$ cat src/rtl/stopwatch_pkg.sv
// Shared types and constants for the stopwatch counter slice.
package stopwatch_pkg;

  localparam int FIELD_W     = 6;
  localparam int MAX_VAL_DEF = 59;

  typedef enum logic [1:0] {
    ST_RUN   = 2'd0,
    ST_PAUSE = 2'd1,
    ST_ADJ   = 2'd2
  } state_t;

  // Increment that wraps to zero once the field reaches its terminal value.
  function automatic logic [FIELD_W-1:0] inc_wrap(input logic [FIELD_W-1:0] v,
                                                  input logic [FIELD_W-1:0] max_v);
    return (v >= max_v) ? '0 : v + FIELD_W'(1);
  endfunction

endpackage

$ cat src/rtl/pause_press_detect.sv
// Pause button press detector: optional debouncer (STOPWATCH_DEBOUNCE_EN)
// followed by a rising-edge detector producing a one-cycle press pulse.
module pause_press_detect #(
  parameter int DEBOUNCE_CYCLES = 500000,
  parameter int DB_W            = 19
) (
  input  logic clk,
  input  logic rst,
  input  logic i_btn,
  output logic o_press
);

  if ((64'd1 << DB_W) <= 64'(DEBOUNCE_CYCLES)) begin : g_cfg_err
    $error("pause_press_detect: DB_W too narrow for DEBOUNCE_CYCLES");
  end

`ifdef STOPWATCH_DEBOUNCE_EN
  localparam logic [DB_W-1:0] CNT_LAST = DB_W'(DEBOUNCE_CYCLES - 1);

  logic [DB_W-1:0] r_cnt;
  logic            r_db;
  logic            r_press;

  // The count only advances while raw disagrees with the filtered level;
  // agreement at any point restarts it.
  always_ff @(posedge clk or posedge rst) begin
    if (rst) begin
      r_cnt   <= '0;
      r_db    <= 1'b0;
      r_press <= 1'b0;
    end else begin
      r_press <= 1'b0;
      if (i_btn == r_db) begin
        r_cnt <= '0;
      end else if (r_cnt == CNT_LAST) begin
        r_cnt   <= '0;
        r_db    <= i_btn;
        r_press <= i_btn;
      end else begin
        r_cnt <= r_cnt + DB_W'(1);
      end
    end
  end

  assign o_press = r_press;
`else
  logic r_prev;

  always_ff @(posedge clk or posedge rst) begin
    if (rst) r_prev <= 1'b0;
    else     r_prev <= i_btn;
  end

  assign o_press = i_btn & ~r_prev;
`endif

endmodule

$ cat src/rtl/stopwatch_counter.sv
// MM:SS stopwatch core with pause and manual adjust. Build with
// STOPWATCH_DEBOUNCE_EN to debounce pause_btn internally.
module stopwatch_counter
  import stopwatch_pkg::*;
#(
  parameter int MAX_VAL         = MAX_VAL_DEF,
  parameter int DEBOUNCE_CYCLES = 500000,
  parameter int DB_W            = 19
) (
  input  logic               clk,
  input  logic               rst,
  input  logic               tick_1hz,
  input  logic               tick_2hz,
  input  logic               pause_btn,
  input  logic               sel,
  input  logic               adj,
  output logic [FIELD_W-1:0] min,
  output logic [FIELD_W-1:0] sec,
  output logic               paused,
  output logic               rollover
);

  localparam logic [FIELD_W-1:0] W_MAX = FIELD_W'(MAX_VAL);

  state_t             r_state;
  logic               r_resume_pause;
  logic [FIELD_W-1:0] r_min;
  logic [FIELD_W-1:0] r_sec;
  logic               r_paused;
  logic               r_rollover;
  logic               w_press;

  pause_press_detect #(
    .DEBOUNCE_CYCLES (DEBOUNCE_CYCLES),
    .DB_W            (DB_W)
  ) u_press (
    .clk     (clk),
    .rst     (rst),
    .i_btn   (pause_btn),
    .o_press (w_press)
  );

  // Priority in RUN/PAUSE: adj, then press, then tick; press in ADJ is dropped.
  always_ff @(posedge clk or posedge rst) begin
    if (rst) begin
      r_state        <= ST_RUN;
      r_resume_pause <= 1'b0;
      r_min          <= '0;
      r_sec          <= '0;
      r_paused       <= 1'b0;
      r_rollover     <= 1'b0;
    end else begin
      r_rollover <= 1'b0;
      case (r_state)
        ST_RUN: begin
          if (adj) begin
            r_state        <= ST_ADJ;
            r_resume_pause <= 1'b0;
          end else if (w_press) begin
            r_state  <= ST_PAUSE;
            r_paused <= 1'b1;
          end else if (tick_1hz) begin
            if (r_sec < W_MAX) begin
              r_sec <= r_sec + FIELD_W'(1);
            end else begin
              r_sec <= '0;
              if (r_min < W_MAX) begin
                r_min <= r_min + FIELD_W'(1);
              end else begin
                r_min      <= '0;
                r_rollover <= 1'b1;
              end
            end
          end
        end
        ST_PAUSE: begin
          if (adj) begin
            r_state        <= ST_ADJ;
            r_resume_pause <= 1'b1;
          end else if (w_press) begin
            r_state  <= ST_RUN;
            r_paused <= 1'b0;
          end
        end
        ST_ADJ: begin
          if (!adj) begin
            r_state  <= r_resume_pause ? ST_PAUSE : ST_RUN;
            r_paused <= r_resume_pause;
          end else if (tick_2hz) begin
            if (sel) r_sec <= inc_wrap(r_sec, W_MAX);
            else     r_min <= inc_wrap(r_min, W_MAX);
          end
        end
        default: begin
          r_state  <= ST_RUN;
          r_paused <= 1'b0;
        end
      endcase
    end
  end

  assign min      = r_min;
  assign sec      = r_sec;
  assign paused   = r_paused;
  assign rollover = r_rollover;

endmodule

$ cat config.mk
export PLATFORM = sky130hd
export DESIGN_NAME = stopwatch_counter
export DESIGN_NICKNAME = d
export VERILOG_FILES = /design/src/rtl/stopwatch_pkg.sv /design/src/rtl/pause_press_detect.sv /design/src/rtl/stopwatch_counter.sv
export SDC_FILE = /design/constraint.sdc
export NUM_CORES = 1
export LEC_CHECK = 0
export CAP_MARGIN = 10
export CORE_ASPECT_RATIO = 0.8
export CORE_UTILIZATION = 54
export CTS_CLUSTER_SIZE = 28
export DETAILED_ROUTE_END_ITERATION = 6
export PLACE_DENSITY = 0.84
export SYNTH_ARGS = -nofsm -noshare
export SYNTH_HDL_FRONTEND = slang
export SYNTH_SLANG_ARGS = --single-unit
export TNS_END_PERCENT = 20
$ cat constraint.sdc
create_clock -name clk -period 4.5 [get_ports clk]
set_clock_uncertainty 0.1 [all_clocks]
set_input_delay 1.35 -clock clk [delete_from_list [all_inputs] [get_ports clk]]
set_output_delay 1.35 -clock clk [all_outputs]
set_load 0.01 [all_outputs]
==> impl_metrics.yaml <==
sta:
  rsz0062_at_grt: "false"
  timing.final.ws_setup_ns: 1.339
  hold_violations: 0
  slew_violations: 0
  post-route-period-util_pct: 70.24
  setup_violations: 0
  period_needed_ns: 3.161
  tns_ns: 0
  tightest_slew_ns: 0.6666
  slew_headroom_pct: 55.51
  fmax_mhz: 316.4
cts:
  ctsRootBufferMaster: "clkbuf_4"
  cts_setup_buffers: 0
  numCtsBuffers: 3
  clock_latency_ns: 0.29
  tritoncts: "built"
  clkSinkCount: 18
  cts_hold_buf: 0
  htreeDepth: 1
  post_cts_resized: 0
  clk_pin_slew_ns: 0.09
  cts-root-to-sink-buffers: 2
drt:
  wl_met2_um: 872
  top_layer: "met4"
  vias_per_cell: 5.993
  drt-initial-drc-count: 14
  ant_nets: 0
  post_drt_wl_per_cell_um: 14.11
  first_pass_iters: 5
  drc: 0
  drt-met1-wl_um: 911
  vias: 827
  dr_wl_met3_um: 149
  routed_wl_mm: 1.947
synthesis:
  synth_area_leaders: "dfrtp_1 (43%), buf_6 (4.3%), o41ai_2 (3.1%)"
  synth_top_area_share_pct: 42.76
  synth-seq-area-share_pct: 42.76
  synth.distinct_cells: 42
  ys_warn_count: 0
  ys_seq_elements: 18
  synth_nets: 108
  synth_area_leader_cell: "dfrtp_1"
  synthCells: 99
  synth_area_mm2: 0.001054
  syn_area_per_cell_um2: 10.64
setup_path:
  slowest_delay_ns: 0.60
  ff2ff_setup_slack_ns: 2.38
  critPathTopFamily: "compound AO/OA/AOI/OAI gates"
  crit_buf_inv: 1
  crit_slowest_cell: "or4b_4"
  startpoint_type: "primary input"
  critPathKind: "in2reg"
  crit_chain: "clkdlybuf4s50_1 > or4b_4 > o22ai_2 > a21boi_1 > a21o_1"
  critPathCaptureType: "flop"
  worstPathRequired_ns: 4.59
  cp_max_fo: 11
  arrival_ns: 3.25
global_routing:
  grt_pass1_vias: 740
  grt_max_degree: 19
  grt_overflow: 0
  antenna_found_initial: 0
  grt_pass1_wl_mm: 3.215
  grt_usage_pct: 20.35
pwr:
  powerDensity_mw_per_mm2: 446.7
  power.switching_w: 0.0002011
  p_int_w: 0.0003573
  p_leak_nw: 0.5268
  p_sw_share_pct: 36.01
  p_comb_share_pct: 39.2
  peakVddDrop_uv: 342.3
  pwr-share-seq_pct: 47.5
  p_clk_share_pct: 13.4
final_layout:
  layout.nets: 127
  fin_cells: 138
  layout_commonest_cell: "clkdlybuf4s50_1"
  fill_cells: 124
  area_growth_pct: 18.65
  antenna-diode-count: 0
  drive_gt1_share_pct: 15.52
  mostFrequentLayoutCells: "clkdlybuf4s50_1 (20), dfrtp_1 (18), nor2_1 (6), nand2_1 (6), o21ai_0 (6)"
die:
  rows: 13
  die_w_um: 51.39
  start_util_pct: 61.10
  die-area_mm2: 0.002133
  coreArea_mm2: 0.001724
  die_y_um: 41.51
  io_pins: 21
run:
  max-cap-violations: 0
place:
  gp_congestion: 0.8071
  port_buffers: 20
  place_ws_ns: 1.044
  placed_cells: 135
  dpl.hpwl_mm: 1.469
min_path:
  hold_class: "reg2reg"
run_status:
  status: "completed"
flip-flops by register name, indices dropped and copies added (netlist names):
name / count
r_state: 2
rollover: 1
paused: 1
sec: 6
u_press.r_prev: 1
min: 6
r_resume_pause: 1
final timing paths:
check | start | endpoint | cells after the start
hold reg to reg | sec[0] | sec[0] | 1
setup / recovery | adj | sec[4] | 5
max in group asynchronous | rst | sec[0] | 2
hold / removal | sec[0] | sec[0] | 1
min in group asynchronous | rst | sec[5] | 2
setup reg to reg | sec[0] | min[0] | 5
synth_stat cells:
| cell type | instances |
|---|---|
| a41oi_2 | 1 |
| nand2_1 | 6 |
| nor3b_2 | 1 |
| or2_1 | 1 |
| nor2b_1 | 1 |
| nand3_1 | 4 |
| a21boi_1 | 1 |
| o311a_1 | 1 |
| o2111a_1 | 1 |
| or2_2 | 2 |
| mux2i_1 | 1 |
| o31ai_1 | 3 |
| mux2_4 | 1 |
| o41ai_1 | 1 |
| inv_2 | 1 |
| nor2_1 | 6 |
| or4b_4 | 1 |
| clkbuf_1 | 1 |
| buf_6 | 4 |
| dfrtp_1 | 18 |
| and3_1 | 3 |
| a31oi_1 | 2 |
| o21ai_1 | 3 |
| o2111a_2 | 1 |
| buf_2 | 1 |
| o21ai_0 | 6 |
| nor4_1 | 2 |
| a21boi_0 | 2 |
| inv_1 | 3 |
| o22a_1 | 1 |
| a41oi_4 | 1 |
| a211oi_2 | 1 |
| o22ai_2 | 1 |
| a21oi_1 | 4 |
| o2bb2ai_1 | 1 |
| a31o_2 | 1 |
| o2111ai_1 | 1 |
| nand2b_1 | 3 |
| ha_1 | 2 |
| a21oi_2 | 1 |
| o41ai_2 | 2 |
| a21o_1 | 1 |
area by class of cell:
type,count,area (um2),share of cell area (%)
multi-input combinational,71,534.3,42.74
timing repair buffer,20,200.2,16.02
inverter,4,15.01,1.201
tap,22,27.53,2.202
sequential,18,450.4,36.04
clock buffer,3,22.52,1.802
through the flow:
stage                     hold slack, ns  utilization [%]  total power (W)  cell area, um2
final                             0.4351            72.50        0.0005583            1250
after global placement            0.4201            71.19        0.0004783            1227
after CTS                         0.4344            72.50        0.0005610            1250
after detailed placement          0.4226            71.19        0.0004861            1227
after global routing              0.4722            72.50        0.0006003            1250
after floorplan                   0.4222                -        0.0003877            1054
power by group through the flow:
| stage | clock [W] | combinational [W] | sequential, W |
|---|---|---|---|
| 2_1_floorplan | 0 | 0.000123 | 0.000265 |
| 3_3_place_gp | 0 | 0.000215 | 0.000264 |
| 3_5_place_dp | 0 | 0.000219 | 0.000267 |
| 4_1_cts | 0.0000773 | 0.000219 | 0.000264 |
| 5_1_grt | 0.0000862 | 0.000239 | 0.000275 |
| 6_report | 0.0000746 | 0.000219 | 0.000265 |
metal layers:
metal  GRT usage, %  up-vias
met4          5.405        0
met2          31.69       32
met5              0        -
met1          26.79      380
li1               -      413
met3          7.326        2
logic make-up (layout without fill, tap and decap cells):
| kind of cell | count (synthesis) | count (layout) | synth area share, % |
|---|---|---|---|
| adder cells (fa/ha/maj) | 2 | 2 | 2.375 |
| buffers and inverters | 10 | 27 | 6.531 |
| flip-flops | 18 | 18 | 42.76 |
| AO/OA/AOI/OAI | 37 | 37 | 30.17 |
| multiplexers | 2 | 2 | 2.375 |
| AND/OR/NAND/NOR | 30 | 30 | 15.80 |
Note: power is estimated with default switching activity, not from simulation.
